[src/rtl/datapath_pkg.sv]
// Shared definitions for the single-bus datapath sequencer.
// Covers opcodes, instruction field positions, FSM states and opcode classification.
package datapath_pkg;

  localparam logic [3:0] OP_ADD = 4'd0;
  localparam logic [3:0] OP_SUB = 4'd1;
  localparam logic [3:0] OP_AND = 4'd2;
  localparam logic [3:0] OP_OR  = 4'd3;
  localparam logic [3:0] OP_SHR = 4'd4;
  localparam logic [3:0] OP_SHL = 4'd5;
  localparam logic [3:0] OP_ROR = 4'd6;
  localparam logic [3:0] OP_ROL = 4'd7;
  localparam logic [3:0] OP_MUL = 4'd8;
  localparam logic [3:0] OP_DIV = 4'd9;
  localparam logic [3:0] OP_NEG = 4'd10;
  localparam logic [3:0] OP_NOT = 4'd11;

  localparam int OPC_MSB = 31;
  localparam int OPC_LSB = 28;
  localparam int RA_MSB  = 27;
  localparam int RA_LSB  = 24;
  localparam int RB_MSB  = 23;
  localparam int RB_LSB  = 20;
  localparam int RC_MSB  = 19;
  localparam int RC_LSB  = 16;

  typedef enum logic [2:0] {
    S_IDLE    = 3'd0,
    S_LOAD_Y  = 3'd1,
    S_OPER    = 3'd2,
    S_WB_LO   = 3'd3,
    S_WB_HI   = 3'd4,
    S_DONE    = 3'd5,
    S_ILLEGAL = 3'd6
  } state_t;

  function automatic logic is_muldiv(input logic [3:0] op);
    return (op == OP_MUL) || (op == OP_DIV);
  endfunction

  function automatic logic is_unary(input logic [3:0] op);
    return (op == OP_NEG) || (op == OP_NOT);
  endfunction

  function automatic logic is_reserved(input logic [3:0] op);
    case (op)
      OP_ADD, OP_SUB, OP_AND, OP_OR, OP_SHR, OP_SHL,
      OP_ROR, OP_ROL, OP_MUL, OP_DIV, OP_NEG, OP_NOT: return 1'b0;
      default:                                        return 1'b1;
    endcase
  endfunction

endpackage

[src/rtl/seq_decode.sv]
// Combinational instruction splitter: pulls out opcode and register fields
// and classifies the opcode so the FSM can pick its first state.
module seq_decode
  import datapath_pkg::*;
(
  input  logic [31:0] instr_i,
  output logic [3:0]  opc_o,
  output logic [3:0]  ra_o,
  output logic [3:0]  rb_o,
  output logic [3:0]  rc_o,
  output logic        muldiv_o,
  output logic        unary_o,
  output logic        reserved_o
);

  assign opc_o      = instr_i[OPC_MSB:OPC_LSB];
  assign ra_o       = instr_i[RA_MSB:RA_LSB];
  assign rb_o       = instr_i[RB_MSB:RB_LSB];
  assign rc_o       = instr_i[RC_MSB:RC_LSB];
  assign muldiv_o   = is_muldiv(opc_o);
  assign unary_o    = is_unary(opc_o);
  assign reserved_o = is_reserved(opc_o);

  // The low half-word carries nothing for register-register ops.
  logic unused_low;
  assign unused_low = ^instr_i[15:0];

endmodule

[src/rtl/datapath_sequencer.sv]
// Multi-cycle control FSM for the single-bus register datapath: takes one ALU
// instruction per valid/ready handshake and sequences the datapath strobes.
module datapath_sequencer
  import datapath_pkg::*;
#(
  parameter int NUM_REGS      = 16,
  parameter int OPC_W         = 4,
  parameter int MULDIV_CYCLES = 4
) (
  input  logic                clock,
  input  logic                clear,
  input  logic                instr_valid,
  output logic                instr_ready,
  input  logic [31:0]         instr,
  output logic [OPC_W-1:0]    opcode,
  output logic [NUM_REGS-1:0] R_in,
  output logic [NUM_REGS-1:0] R_out,
  output logic                RYIn,
  output logic                RZHiIn,
  output logic                RZLoIn,
  output logic                RZHiOut,
  output logic                RZLoOut,
  output logic                RHiIn,
  output logic                RLoIn,
  output logic                busy,
  output logic                done,
  output logic                illegal,
  output logic [2:0]          dbg_state
);

  // Handshake: an instruction transfers on a rising edge where instr_valid and
  // instr_ready are both 1; instr_ready is 1 only in IDLE, and instr must be held until then.

  localparam int CNT_W = (MULDIV_CYCLES > 1) ? $clog2(MULDIV_CYCLES) : 1;

  state_t           state_q, state_d;
  logic [3:0]       opc_q, opc_d;
  logic [3:0]       ra_q, ra_d;
  logic [3:0]       rb_q, rb_d;
  logic [3:0]       rc_q, rc_d;
  logic             muldiv_q, muldiv_d;
  logic             unary_q, unary_d;
  logic [CNT_W-1:0] cnt_q, cnt_d;

  logic [3:0] dec_opc, dec_ra, dec_rb, dec_rc;
  logic       dec_muldiv, dec_unary, dec_reserved;

  seq_decode u_decode (
    .instr_i    (instr),
    .opc_o      (dec_opc),
    .ra_o       (dec_ra),
    .rb_o       (dec_rb),
    .rc_o       (dec_rc),
    .muldiv_o   (dec_muldiv),
    .unary_o    (dec_unary),
    .reserved_o (dec_reserved)
  );

  always_ff @(posedge clock) begin
    if (clear) begin
      state_q  <= S_IDLE;
      opc_q    <= '0;
      ra_q     <= '0;
      rb_q     <= '0;
      rc_q     <= '0;
      muldiv_q <= 1'b0;
      unary_q  <= 1'b0;
      cnt_q    <= '0;
    end else begin
      state_q  <= state_d;
      opc_q    <= opc_d;
      ra_q     <= ra_d;
      rb_q     <= rb_d;
      rc_q     <= rc_d;
      muldiv_q <= muldiv_d;
      unary_q  <= unary_d;
      cnt_q    <= cnt_d;
    end
  end

  always_comb begin
    state_d  = state_q;
    opc_d    = opc_q;
    ra_d     = ra_q;
    rb_d     = rb_q;
    rc_d     = rc_q;
    muldiv_d = muldiv_q;
    unary_d  = unary_q;
    cnt_d    = cnt_q;
    case (state_q)
      S_IDLE: begin
        if (instr_valid) begin
          opc_d    = dec_opc;
          ra_d     = dec_ra;
          rb_d     = dec_rb;
          rc_d     = dec_rc;
          muldiv_d = dec_muldiv;
          unary_d  = dec_unary;
          if (dec_reserved) begin
            state_d = S_ILLEGAL;
          end else if (dec_unary) begin
            state_d = S_OPER;
            cnt_d   = '0;
          end else begin
            state_d = S_LOAD_Y;
          end
        end
      end
      S_LOAD_Y: begin
        state_d = S_OPER;
        cnt_d   = muldiv_q ? CNT_W'(MULDIV_CYCLES - 1) : '0;
      end
      S_OPER: begin
        if (cnt_q == '0) state_d = S_WB_LO;
        else             cnt_d   = cnt_q - CNT_W'(1);
      end
      S_WB_LO:   state_d = muldiv_q ? S_WB_HI : S_DONE;
      S_WB_HI:   state_d = S_DONE;
      S_DONE:    state_d = S_IDLE;
      S_ILLEGAL: state_d = S_IDLE;
      default:   state_d = S_IDLE;
    endcase
  end

  // Strobes are a pure decode of the registered state and latched fields.
  always_comb begin
    instr_ready = (state_q == S_IDLE);
    busy        = (state_q != S_IDLE);
    opcode      = (state_q == S_IDLE) ? '0 : OPC_W'(opc_q);
    R_in        = '0;
    R_out       = '0;
    RYIn        = 1'b0;
    RZHiIn      = 1'b0;
    RZLoIn      = 1'b0;
    RZHiOut     = 1'b0;
    RZLoOut     = 1'b0;
    RHiIn       = 1'b0;
    RLoIn       = 1'b0;
    done        = 1'b0;
    illegal     = 1'b0;
    case (state_q)
      S_LOAD_Y: begin
        R_out = NUM_REGS'(1) << rb_q;
        RYIn  = 1'b1;
      end
      S_OPER: begin
        R_out  = NUM_REGS'(1) << (unary_q ? rb_q : rc_q);
        RZHiIn = 1'b1;
        RZLoIn = 1'b1;
      end
      S_WB_LO: begin
        RZLoOut = 1'b1;
        if (muldiv_q) RLoIn = 1'b1;
        else          R_in  = NUM_REGS'(1) << ra_q;
      end
      S_WB_HI: begin
        RZHiOut = 1'b1;
        RHiIn   = 1'b1;
      end
      S_DONE:    done    = 1'b1;
      S_ILLEGAL: illegal = 1'b1;
      default: ;
    endcase
  end

  assign dbg_state = state_q;

endmodule
[config.mk]
export PLATFORM = sky130hd
export DESIGN_NAME = datapath_sequencer
export DESIGN_NICKNAME = d
export VERILOG_FILES = /design/src/rtl/datapath_pkg.sv /design/src/rtl/seq_decode.sv /design/src/rtl/datapath_sequencer.sv
export SDC_FILE = /design/constraint.sdc
export NUM_CORES = 1
export LEC_CHECK = 0
export ABC_AREA = 1
export CORE_ASPECT_RATIO = 1.1
export CORE_UTILIZATION = 38
export CTS_CLUSTER_SIZE = 16
export DETAILED_ROUTE_END_ITERATION = 8
export PLACE_DENSITY = 0.92
export SYNTH_ARGS = -nofsm -noshare
export SYNTH_HDL_FRONTEND = slang
export SYNTH_SLANG_ARGS = --single-unit
[constraint.sdc]
create_clock -name clock -period 1.7 [get_ports clock]
set_input_delay 0.17 -clock clock [delete_from_list [all_inputs] [get_ports clock]]
set_output_delay 0.17 -clock clock [all_outputs]
set_load 0.02 [all_outputs]
* Yosys cells after proc, flatten, opt, wreduce, memory -nomap -nowiden
Memory sizes are Yosys's and may differ from the RTL's.
Index checks and enable logic that the tools add are counted.
** Storage, ports and cells
- Latch bits :: 0
- Word-level logic and storage cells :: 62
- Bits in read-only memories :: 16
- Register bits :: 23
- RAM bits :: 0
- Output and inout port bits :: 50
- Input port bits :: 35
- Memories :: 1
** Cells by class
- $mul :: 0
- Magnitude comparators :: 0
- Div/mod/pow operators :: 0
- Bitwise operators :: 0
- Reductions and logical operators :: 9
- $add $sub $neg :: 1
- Equality and inequality tests :: 15
- Multiplexer cells :: 25
- Shift operators :: 3
** Memory list
- (name not given) :: words 16, bits a word 1, read ports 1, clocked after memory_dff 0, write ports 0, RTL line datapath_pkg.sv:46 : case (op)
** Operators with widths (count)
- left shift 1 x 4 -> 16 bit, first input constant :: 3
- two-way mux 16 bit :: 2
- case mux 16 bit (2 select lines) :: 1
- == test 4 bit, second input constant :: 4
- case mux 3 bit (5 select lines) :: 1
- two-way mux 2 bit :: 6
- == test 3 bit, second input constant :: 3
- two-way mux 1 bit :: 9
- two-way mux 3 bit :: 3
- two-way mux 4 bit :: 2
- inequality test 2 bit, second input constant :: 4
- == test 3 x 2 -> 1 bit, second input constant :: 2
- case mux 2 bit (3 select lines) :: 1
- nonzero test 3 bit :: 2
- AND reduction 5 bit :: 1
- AND reduction 2 bit :: 2
- == test 3 x 1 -> 1 bit, second input constant :: 1
- zero test 3 bit :: 1
- zero test 2 bit :: 1
- logical OR 1 bit :: 2
- inequality test 2 x 1 -> 1 bit, second input constant :: 1
- subtractor 2 x 1 -> 2 bit, second input constant :: 1

* Depth between registers and ports, before layout
- Depth after elaboration :: 6
- Mapped depth :: 9
- Gate-level depth less buffers :: 9

* Modules after synthesis
A second synthesis with hierarchy kept.
** Second synthesis, totals
- Cells, all modules :: 247
- Area, all modules :: 1591.5 sq um
** By module, submodules not included
- datapath_sequencer :: instances 1, cells each 224, area an instance 1445.1 sq um
- seq_decode :: instances 1, cells each 23, area an instance 146.4 sq um

* Least setup slack after synthesis
Ideal clock, no wire load.
- Path kind :: register to output
- Start :: register state_q[0], in the netlist dbg_state[0]
- End :: output R_out[10]
- Data required time :: 1.530 ns
- Arrival time :: 1.847 ns
- Cell stages (with the launch flop) :: 6
- Buffers on the path :: 0
- Setup slack :: -0.317 ns
- Path through :: dfxtp_1 inv_2 nor3_1 or2_1 nand2_2 nor2_1
** Between the ends
- Cells in the longest elaborated chain, start to end :: 2
- Elaborated cells on any way between the ends :: 3
- Those cells by class :: eq/ne (2); mux (1)
** Ends and longest elaborated chain
- start: declaration :: RTL line datapath_sequencer.sv:36 : state_t state_q, state_d;
- start signal: assignment :: RTL line datapath_sequencer.sv:70 : state_q <= state_d;
- == test 3 x 2 -> 1 bit or == test 3 x 1 -> 1 bit (tied branches) :: RTL line datapath_sequencer.sv:141 : case (state_q)
- case mux 16 bit (2 select lines) * :: RTL line datapath_sequencer.sv:141
- end: declaration :: RTL line datapath_sequencer.sv:17 : output logic [NUM_REGS-1:0] R_out,
Mark *: on every way between the ends. The rest lies on a longest branch, timed or not.

* Final worst setup path
- Start :: register state_q[2], in the netlist dbg_state[2]
- End :: output R_out[4]
The elaborated chain is that of the path after synthesis.

==> summary.txt <==
Status
  – Status: finished, violations left
  – Failing checks: setup timing

Clock network
  – Clk sinks: 23
  – Num CTS Buffers: 3
  – CTS hold repair buffers: 0
  – H-tree depth: 1
  – Clk root buf: clkbuf_8
  – CTS Buffer Depth: 2
  – Clock-pin transition on the worst setup and hold timing paths: 80 ps
  – CTS tree: yes
  – Worst-Skew Late Latency: 260 ps

Pwr
  – Seq pwr share: 26.7%
  – Net Sw Power: 1300 uW
  – Gate power share: 61.3%
  – Internal power component: 1520 uW
  – Peak VDD IR: 0.000834 V
  – Leakage power: 0.00113 uW
  – Switching Fraction: 46.2%
  – PwrDens: 1070 nW/um^2
  – Clock Power Share: 12.0%

Route
  – Via count: 1,859
  – Via/cell ratio: 4.91
  – Wirelength per Cell: 12.6 um
  – DR pass1 iterations: 4
  – DRC: 0
  – WL final: 4790 um
  – 1st-iter DRT viols: 59
  – DRT antenna net count: 0

Global route
  – Largest net degree at the start of global routing: 32
  – Initial antenna violation count: 0
  – GRT overflow: 0
  – Overall Global Routing Usage: 21.1%
  – Vias in the first global route: 1,568
  – First-pass GRT wire length: 6510 um

Place
  – GPL Wtd Cong: 0.877
  – Port bufs: 68
  – DPL Wire Length: 3140 um
  – Dpl cell area: 2310 um^2

Final layout
  – Post-Route Utilization: 72.9%
  – Design Area, Final: 2640 um^2
  – Area Overhead vs Synth: 83.6%
  – FILL cells: 294
  – N_diodes: 0
  – Proportion of layout cells with a drive suffix above 1: 38.6%
  – Final nets: 366

Logic synthesis
  – Syn Nets: 272
  – Synth top cells by count: nor2_1, inv_1, nand2_1
  – Sequential area share after synthesis: 32.0%
  – Synth area leaders: dfxtp_1, nor2_1, inv_1, nand2_1, o21ai_0
  – Synth unique cells: 22
  – Top-count cell post-synth: nor2_1
  – EDFF count, synth: 0
  – #FFs+latches synth: 23
  – Async SR Flop Fraction: 0%
  – Post-synth top area share: 32.0%
  – Synth warn: 0
  – Synth area leader: dfxtp_1
  – Cells after Synth: 236
  – Synthesized area: 1440 um^2
  – Syn Area/Cell: 6.10 um^2
  – Dominant synthesized flop cell: dfxtp_1

Worst setup path
  – CP endpoint kind: output port
  – Worst path required time: 1530 ps
  – Crit Path Category: reg -> out
  – Critical path launch point type: flip-flop
  – Arr. time, crit path: 1670 ps
  – Max Fanout on Critical Path: 8

STA
  – Relative slew slack: 82.0%
  – Max frequency: 0.542 GHz
  – Max-slew violations: 0
  – Transition time of the tightest slew-check pin: 267 ps
  – Fin Clk Skew: 1.45 ps
  – # setup viols final: 32
  – Fin worst setup slack: -145 ps
  – Post-layout min period: 1840 ps
  – Final hold viol count: 0
  – Unrepaired setup endpoints after global routing: yes
  – Fin crit share: 109%

Job
  – Max-Cap Viols: 0

Floorplanning
  – Die Footprint: 4040 um^2
  – Die H: 66.6 um
  – Initial Util: 39.7%
  – Core area: 3630 um^2
  – Cell Rows: 23
  – Width of the die: 60.7 um
  – I/O pin count: 85

Min path
  – Min-Delay Path Class: reg -> reg
metal layers:
| metal | up-vias | GRT usage [%] | part of all wire (%) |
|---|---|---|---|
| met2 | 70 | 39.3 | 55 |
| met5 | - | 0 | 0 |
| li1 | 936 | - | - |
| met1 | 835 | 21.9 | 36 |
| met3 | 18 | 1.94 | 4.3 |
| met4 | 0 | 13.6 | 3.9 |
cell usage in the layout (no fill, tap or decap), drive strengths merged:
cell and instances:
a211oi 1, a21oi 18, buf 60, clkbuf 9, clkdlybuf4s15 4, clkdlybuf4s50 21
clkinv 2, dfxtp 23, dlygate4sd2 4, ha 1, inv 37, nand2 38
nand3 18, nand4 3, nor2 57, nor3 4, o21ai 28, or2 1
metrics by stage:
stage	hold slack (ps)	power [uW]	std cells	setup TNS (ps)	worst slack, ps
3_3_place_gp	436	2160	365	-5080	-196
6_report	457	2820	379	-2730	-145
2_1_floorplan	234	1650	236	0	33.9
3_5_place_dp	445	2210	365	-6660	-270
5_1_grt	489	3030	379	-4700	-227
4_1_cts	458	2570	374	-685	-114
kinds of logic after synthesis:
| family | count (synthesis) | synth area share (%) |
|---|---|---|
| flip-flops | 23 | 32.0 |
| adder cells (fa/ha/maj) | 1 | 0.869 |
| AO/OA/AOI/OAI | 47 | 16.5 |
| AND/OR/NAND/NOR | 121 | 38.5 |
| buffers and inverters | 44 | 12.2 |
critical path, cell delays in order, from the launching register on:
cell	delay (ps)
dfxtp_4	370
inv_4	60
nand3_4	120
nor2_4	220
nand2_2	100
o21ai_4	90
inv_2	60
nand2_4	110
buf_6	110
nor2_2	40
buf_6	120
power by group through the flow:
stage	sequential (uW)	combinational [uW]	clock (uW)
2_1_floorplan	777	869	0
3_3_place_gp	749	1410	0
3_5_place_dp	756	1450	0
4_1_cts	748	1480	342
5_1_grt	768	1890	374
6_report	754	1730	338
final cells by class:
cell class	instances	area, um^2	share of cell area [%]
clock buffer	3	41.3	1.56
clock inverter	1	5.00	0.189
inverter	38	158	5.96
multi-input combinational	169	1040	39.4
sequential	23	470	17.8
tap	50	62.6	2.37
timing repair buffer	95	866	32.7
registers in the layout, indices dropped and copies added, names as in the netlist:
name and count:
cnt_q 2, dbg_state 3, muldiv_q 1, opc_q 4, ra_q 4, rb_q 4
rc_q 4, unary_q 1
final timing paths:
check	start	endpoint	slack (ps)	cells after the start
max	dbg_state[2]	R_out[4]	-140	10
min	opc_q[1]	opc_q[1]	460	2
max reg2reg	dbg_state[2]	rc_q[0]	150	9
min reg2reg	opc_q[1]	opc_q[1]	460	2
repair_timing:
item,in CTS,in global routing
buffers inserted,5,5
resized for setup,173,118
endpoints found under the setup margin,47,41
pin swaps,8,18
(Power assumes the default switching activity.)
